[src/rtl/skinny_output_unloader.sv]
// Captures a Skinny-128-384 ciphertext on cipher_done and streams it out
// MSB byte first over a valid/ready handshake.
module skinny_output_unloader #(
  parameter int unsigned DATA_W = 128,
  parameter int unsigned BYTE_W = 8
) (
  input  logic              clock,
  input  logic              reset,
  input  logic              cipher_done,
  input  logic [DATA_W-1:0] ciphertext,
  input  logic              out_ready,
  output logic              out_valid,
  output logic [BYTE_W-1:0] out_byte,
  output logic              out_last,
  output logic              busy,
  output logic              overrun
);

  localparam int unsigned NBEATS = DATA_W / BYTE_W;
  localparam int unsigned CNT_W  = (NBEATS > 1) ? $clog2(NBEATS) : 1;
  localparam logic [CNT_W-1:0] LAST_CNT = CNT_W'(NBEATS - 1);

  typedef enum logic {
    IDLE,
    SEND
  } state_t;

  state_t            state;
  logic [DATA_W-1:0] shreg;
  logic [CNT_W-1:0]  cnt;
  logic              fire;

  assign fire     = out_valid && out_ready;
  // The current beat is always the top of the shift register; after the final
  // shift the register is empty, so the idle byte reads as zero.
  assign out_byte = shreg[DATA_W-1 -: BYTE_W];

  always_ff @(posedge clock) begin
    if (reset) begin
      state     <= IDLE;
      shreg     <= '0;
      cnt       <= '0;
      out_valid <= 1'b0;
      out_last  <= 1'b0;
      busy      <= 1'b0;
      overrun   <= 1'b0;
    end else begin
      case (state)
        IDLE: begin
          if (cipher_done) begin
            state     <= SEND;
            shreg     <= ciphertext;
            cnt       <= '0;
            out_valid <= 1'b1;
            out_last  <= (LAST_CNT == '0);
            busy      <= 1'b1;
          end
        end

        SEND: begin
          if (fire && out_last) begin
            // A new block arriving on the final handshake is chained with no bubble.
            if (cipher_done) begin
              shreg     <= ciphertext;
              cnt       <= '0;
              out_valid <= 1'b1;
              out_last  <= (LAST_CNT == '0);
              busy      <= 1'b1;
            end else begin
              state     <= IDLE;
              shreg     <= shreg << BYTE_W;
              cnt       <= '0;
              out_valid <= 1'b0;
              out_last  <= 1'b0;
              busy      <= 1'b0;
            end
          end else begin
            if (fire) begin
              shreg    <= shreg << BYTE_W;
              cnt      <= cnt + 1'b1;
              out_last <= ((cnt + 1'b1) == LAST_CNT);
            end
            if (cipher_done) begin
              overrun <= 1'b1;
            end
          end
        end

        default: state <= IDLE;
      endcase
    end
  end

endmodule

[config.mk]
export PLATFORM = sky130hd
export DESIGN_NAME = skinny_output_unloader
export DESIGN_NICKNAME = d
export VERILOG_FILES = /design/src/rtl/skinny_output_unloader.sv
export SDC_FILE = /design/constraint.sdc
export NUM_CORES = 1
export LEC_CHECK = 0
export CAP_MARGIN = 20
export CORE_ASPECT_RATIO = 1.25
export CORE_MARGIN = 2
export CORE_UTILIZATION = 55
export CTS_CLUSTER_SIZE = 25
export DETAILED_ROUTE_END_ITERATION = 10
export PLACE_DENSITY = 0.94
export SLEW_MARGIN = 40
export SYNTH_ARGS = -nofsm -noshare
export SYNTH_HDL_FRONTEND = slang
export SYNTH_SLANG_ARGS = --single-unit
[constraint.sdc]
create_clock -name clock -period 2.25 [get_ports clock]
set_clock_uncertainty 0.05 [all_clocks]
set_input_delay 0.45 -clock clock [delete_from_list [all_inputs] [get_ports clock]]
set_output_delay 0.45 -clock clock [all_outputs]
set_load 0.005 [all_outputs]
== Word level (Yosys, flattened, before mapping) ==
Index checks and enable logic that the tools add are counted.
Word-level totals
  register bits: 136
  bits in latches: 0
  memory bits (writable): 0
  memory bits (read-only): 0
  input bits: 132
  output and inout bits: 12
  word-level logic and storage cells: 37
  memories: 0
Operators by class
  add/sub/neg operators: 1
  multipliers: 0
  div/mod/pow operators: 0
  order comparisons: 0
  eq/ne operators: 4
  shift operators: 0
  multiplexer cells: 19
  bitwise logic cells: 2
  reductions and logical operators: 5
Operator list (number)
  $mux W128: 4
  $pmux W128 S2: 1
  $mux W4: 3
  $pmux W4 S2: 1
  $mux W1: 7
  $pmux W1 S2: 3
  $add A4 B1 Y4 const B: 1
  $eq A4 B4 Y1 const B: 1
  $reduce_and A2 Y1: 2
  $ne A3 B1 Y1 const B: 1
  $reduce_and A3 Y1: 1
  $logic_and A1 B1 Y1: 2
  $ne A2 B1 Y1 const B: 1
  $ne A2 B2 Y1 const B: 1
  $not A1 Y1: 2

== Logic depth before layout (Yosys ltp) ==
  word-level depth: 5
  gate-level depth with buffers: 7
  depth with buffers taken out: 5

== Least setup slack after synthesis ==
No wires, ideal clock.
  path type: input to register
  from: in out_ready
  to: reg shreg[31]
  setup time: 91 ps
  data arrival time: 1345 ps
  required time: 2109 ps
  path slack: 764 ps
  stages on the path: 5
  buffers on the path: 2
  cells stage by stage: nand4_1 -> buf_2 -> clkbuf_1 -> nand3_1 -> a311oi_1
Between the ends
  word-level cells in the longest chain between the ends: 4
  elaborated cells on any way between the ends: 6
  classes of those cells: eq/ne (1); mux (2); reduce/logical (3)
Ends and longest elaborated chain
  start: declaration: line 11  | input logic out_ready,
  $logic_and A1 B1 Y1 *: line 33  | assign fire = out_valid && out_ready;
  $logic_and A1 B1 Y1: line 61  | if (fire && out_last) begin
  $mux W128 / $ne A3 B1 Y1 (equally long branches)
  $pmux W128 S2 / $reduce_and A2 Y1 (equally long branches)
  end signal: assignment: line 52  | shreg <= ciphertext;
  end signal: assignment: line 64  | shreg <= ciphertext;
  end signal: assignment: line 71  | shreg <= shreg << BYTE_W;
  end: declaration: line 29  | logic [DATA_W-1:0] shreg;
Every way passes the cells marked *; elsewhere a longest branch is shown, timed or not.
A chain may end at the register's enable or synchronous reset.

==> flow_summary.yaml <==
pwr:
  p_leak_uw: 0.002750
  swShare_pct: 24.80
  power_switching_uw: 1685
  power_frac_comb_pct: 15.0
  vdd_drop_max_mv: 0.4830
  clockPowerShare_pct: 44.5
  p_seq_share_pct: 40.5
  power.density_mw_per_mm2: 792.0
  power.total_uw: 6797
  intPower_uw: 5112
clock_network:
  clk_pin_slew_worst_paths_ps: 60
  cts.sinks: 136
  htreeDepth: 4
  cts_buffers: 17
  postCtsResizedCells: 0
  clock_latency_ps: 410
  cts_hold_buffers: 0
  cts_setup_buffers: 0
  cts_buffer_depth: 2
  cts.root.buffer_cell: "clkbuf_16"
  cts_tree: "done"
routing:
  drt_iter0_markers: 792
  avgRoutedWirePerCell_um: 19.37
  drc_errors: 0
  dr.pass1.iters: 5
  drt_wl_total_um: 19850
  m1WireLength_um: 7815
  top_layer: "met4"
  num_vias: 6926
  routed_via_density: 6.757
  wl_met3_um: 1680
  route.met2.wl_um: 9704
  ant_nets: 0
place:
  port_buffers: 143
  dp_cells: 993
  place.gp.congestion: 0.8209
  post-place-ws_ps: 76.21
  place_hpwl_um: 11410
yosys:
  syn-cell-area_mm2: 0.006544
  yosys_warnings: 0
  synth_most_common_cell: "dfxtp_1"
  avgSynthCellArea_um2: 8.357
  synth_top_area_share_pct: 41.61
  synth-async-reset-ratio_pct: 0
  synthTopCellsByArea: "dfxtp_1 42%, a311oi_1 16%, nand3_1 9.5%, nor3_1 9.3%, o21ai_0 9.2%"
  ys_top_cells_by_count: "136 x dfxtp_1, 124 x nand3_1, 122 x a311oi_1, 122 x nor3_1, 120 x o21ai_0"
  synth_cell_type_count: 31
  ys.flop_type: "dfxtp_1"
  ys_ff_latch: 136
  syn_nets: 917
  yosys.area.top_type: "dfxtp_1"
  synth_edf_count: 0
  synthCells: 783
  synth.yosys.seq_area_share_pct: 41.61
sta:
  setup_tns_ps: 0
  fin_ws_ps: 274.3
  worst_pin_slew_ps: 699.4
  maxSlewViolCount: 0
  fin_crit_ps: 1976
  rsz0062_at_grt: "false"
  slew-limit-headroom_pct: 53.38
  hold_violations: 0
  fmax_mhz: 506.2
  final-setup-viol-count: 0
  fin_crit_sh_pct: 87.81
grt:
  overflow: 0
  grt_pass1_vias: 6530
  antenna_found_initial: 0
  grt_max_degree: 90
  grt_usage_pct: 30.99
  grt_pass1_wl_um: 32330
floorplan:
  die_x_um: 101.6
  die_h_um: 126.0
  die_area_mm2: 0.01279
  start_util_pct: 56.33
  ios: 144
  coreArea_mm2: 0.01162
  rows: 44
cells_and_area:
  nFillCells: 802
  final_net_count: 985
  layout-drive-gt1-share_pct: 7.407
  instances_no_fill: 1025
  seq_area_mm2: 0.002726
  antenna_cells: 0
  fin_util_pct: 73.88
  areaGrowthSynthToFinish_pct: 31.15
  multiInputGateArea_mm2: 0.003198
setup_path:
  crit_buf_inv: 1
  cp_max_fo: 9
  cpPeakStageDelay_ps: 570
  slowest_stage: "clkdlybuf4s50_1"
  crit_type: "register to output port"
  path_cells: "clkdlybuf4s50_1"
  end_kind: "output port"
  cpLargestDelayFamily: "buffers and inverters"
  worstPathRequired_ps: 1750
  cp-start-kind: "register"
  arrival_ps: 1480
run_status:
  outcome: "complete, no violations"
min_path:
  holdCritPathClass: "primary input to register"
flow_run:
  drv_cap: 0
-- logic make-up (layout without fill, tap and decap cells) --
group	count (synthesis)	in the layout	share of synthesized area, %
buffers and inverters	121	202	9.847
adder cells (fa/ha/maj)	2	2	0.3823
XOR/XNOR	2	2	0.2677
AND/OR/NAND/NOR	264	264	20.52
AO/OA/AOI/OAI	258	258	27.38
flip-flops	136	136	41.61
-- layer usage --
layer  vias up  GRT usage (%)
met2       444          49.85
met3        55          5.383
met5         -              0
met4         0          12.40
li1       3173              -
met1      3254          41.01
-- final cells by class --
class	instances	share of cell area, %
Sequential cell	136	31.77
Inverter	3	0.1312
Timing Repair Buffer	167	20.94
Clock buffer	20	5.569
Clock inverter	12	1.983
Tap cell	161	2.347
Multi-Input combinational cell	526	37.26
-- power by group through the flow --
stage	Clock (uW)	Combinational, uW	Sequential [uW]
2_1_floorplan	0	622	2750
3_3_place_gp	0	966	2780
3_5_place_dp	0	993	2790
4_1_cts	3030	1010	2750
5_1_grt	3120	1110	2770
6_report	3020	1020	2760
-- through the flow --
step | area, um2 | hold slack (ps)
global route | 8582 | 457.6
CTS | 8582 | 399.0
floorplan | 6544 | 398.9
finish | 8582 | 418.9
global placement | 7934 | 412.8
detailed placement | 7934 | 417.2
-- placed cells by master, fill, tap and decap left out, drive strengths merged, types with 2 or more instances in the layout --
cell,instances
dfxtp,136
a22o,8
o21ai,120
nor2,4
a311oi,122
nand2b,3
a21oi,4
bufinv,4
xor2,2
ha,2
clkbuf,20
clkdlybuf4s50,142
buf,25
inv,3
nand3,124
clkinv,4
clkinvlp,4
nor3,123
nand2,4
-- registers in the layout, indices dropped and copies added, names as in the netlist --
| name | cells |
|---|---|
| state | 1 |
| cnt | 4 |
| busy | 1 |
| overrun | 1 |
| out_last | 1 |
| shreg | 128 |
-- worst paths after layout --
check                           startpoint  cells past startpoint         end  slack (ps)
worst max-delay path                  busy                      1   out_valid         270
worst min-delay path                 reset                      2       state         420
worst max register to register       state                      4  shreg[126]         310
worst min register to register   shreg[91]                      2   shreg[99]         440
Note: power is estimated with default switching activity, not from simulation.
==> RTL edit, RTL diff (same settings) <==
Put one more register stage on the output `overrun`. The value now appears one clock later. The other outputs are not delayed to match.
--- a/src/rtl/skinny_output_unloader.sv
+++ b/src/rtl/skinny_output_unloader.sv
@@ -25,6 +25,8 @@
     SEND
   } state_t;
 
+  logic overrun_s0;
+
   state_t            state;
   logic [DATA_W-1:0] shreg;
   logic [CNT_W-1:0]  cnt;
@@ -43,7 +45,7 @@
       out_valid <= 1'b0;
       out_last  <= 1'b0;
       busy      <= 1'b0;
-      overrun   <= 1'b0;
+      overrun_s0 <= 1'b0;
     end else begin
       case (state)
         IDLE: begin
@@ -81,7 +83,7 @@
               out_last <= ((cnt + 1'b1) == LAST_CNT);
             end
             if (cipher_done) begin
-              overrun <= 1'b1;
+              overrun_s0 <= 1'b1;
             end
           end
         end
@@ -91,5 +93,9 @@
     end
   end
 
+  always_ff @(posedge clock) begin
+    overrun <= overrun_s0;
+  end
+
 endmodule
 
Function: changed (Yosys sat finds a counterexample within 4 cycles, from zero or initial values and one cycle with reset high).
==> RTL edit against the original RTL <==
Sequential cell count increased by 1. Global-route usage fell by 0.85 points. Sequential share of layout area increased by 0.32 points. Power decreased by 2.0%. Final area is 0.28% lower. Wire length decreased by 1.1%. Setup slack worse by 0.028 ns. Area after synthesis up 0.31%. Highest routed layer unchanged.
==> RTL edit: results <==
[run_status]
outcome = completed

[setup_path]
cp.arrival_ns = 1.50
cp_top_family = buffers and inverters
max_stage_delay_ns = 0.57
worst_r2r_startpoint = state$_SDFF_PP0_
r2r_slack_ns = 0.35
rr_endpoint = shreg[80]$_SDFFE_PP0P_
reg2regPathDepth = 4

[detailed_routing]
routed-wl-met3_um = 1530
drtIter0Drc = 718
wl_met1_um = 7760
dr.pass1.iters = 6
viasPerCell = 6.77
dr_wl_met2_um = 9530
totalWireLength_um = 19600
vias = 6950

[global_route]
track_usage_pct = 30.1
grt_max_degree = 91
grt_pass1_vias = 6442
grt_first_pass_wirelength_um = 31500

[hold_path]
min_to = overrun$_DFF_P_
min_path_type = flip-flop to flip-flop
worstHoldStart = overrun_s0$_SDFFE_PP0P_
whs_path_depth = 0

[placed_design]
hpwl_um = 11200
dpl_cell_area_um2 = 7950
gp_congestion = 0.844
numPortBuffers = 143
placed_cells = 994

[synthesis]
synth_top_cells_by_count = dfxtp_1, nand3_1, a311oi_1, nor3_1, o21ai_0
synthTopCellsByArea = dfxtp_1, a311oi_1, nand3_1
synth_fp_nets = 918
syn_avg_cell_area_um2 = 8.37
ys_warn_count = 0
ys_types = 31
seq_area_frac_synth_pct = 41.8

[clocking]
clk_pin_slew_ns = 0.06

[sta]
worst_pin_slew_ns = 0.470

[power_and_ir_drop]
vdd_drop_max_uv = 484
leakage_nw = 2.74

[cells_and_area]
layout-drive-gt1-share_pct = 7.28
fillers = 805
-- RTL edit: stage by stage --
| step | hold slack [ns] | worst slack [ns] | power [mW] |
|---|---|---|---|
| floorplan | 0.281 | 0.764 | 3.39 |
| global placement | 0.287 | 0.138 | 3.78 |
| detailed placement | 0.292 | 0.0832 | 3.81 |
| CTS | 0.303 | 0.250 | 6.65 |
| global route | 0.315 | 0.227 | 6.88 |
| finish | 0.304 | 0.247 | 6.66 |
-- RTL edit: worst max path at each step --
stage	to
3_3_place_gp	shreg[37]$_SDFFE_PP0P_
2_1_floorplan	shreg[31]$_SDFFE_PP0P_
3_5_place_dp	shreg[41]$_SDFFE_PP0P_
5_1_grt	busy
4_1_cts	busy
6_report	busy
-- RTL edit: report_power, final --
group / internal (mW) / leakage, nW / switching [mW] / total [mW]
sequential: 2.64 / 1.13 / 0.148 / 2.79
clock: 1.80 / 0.296 / 1.07 / 2.86
combinational: 0.527 / 1.31 / 0.489 / 1.02
-- RTL edit: logic make-up (layout without fill, tap and decap cells) --
family	Yosys count	in the layout	synth area share [%]
buf+inv	121	202	9.82
fa+ha+maj	2	2	0.381
flops	137	137	41.8
xor+xnor	2	2	0.267
compound gates	258	258	27.3
simple gates	264	264	20.5
-- RTL edit: per-layer routing --
| metal | up-vias | GRT usage, % |
|---|---|---|
| met1 | 3277 | 38.8 |
| met5 | - | 0 |
| met2 | 424 | 47.3 |
| li1 | 3170 | - |
| met3 | 79 | 5.60 |
| met4 | 0 | 16.4 |
-- RTL edit: final cells by class --
| class | instances | area [um^2] | share of cell area, % |
|---|---|---|---|
| Inverter | 3 | 11.3 | 0.132 |
| Clock inverter | 12 | 148 | 1.73 |
| Clock buffer | 20 | 457 | 5.34 |
| Sequential cell | 137 | 2750 | 32.1 |
| Timing Repair Buffer | 167 | 1800 | 21.0 |
| Multi-Input combinational cell | 526 | 3200 | 37.4 |
| Tap cell | 161 | 201 | 2.35 |
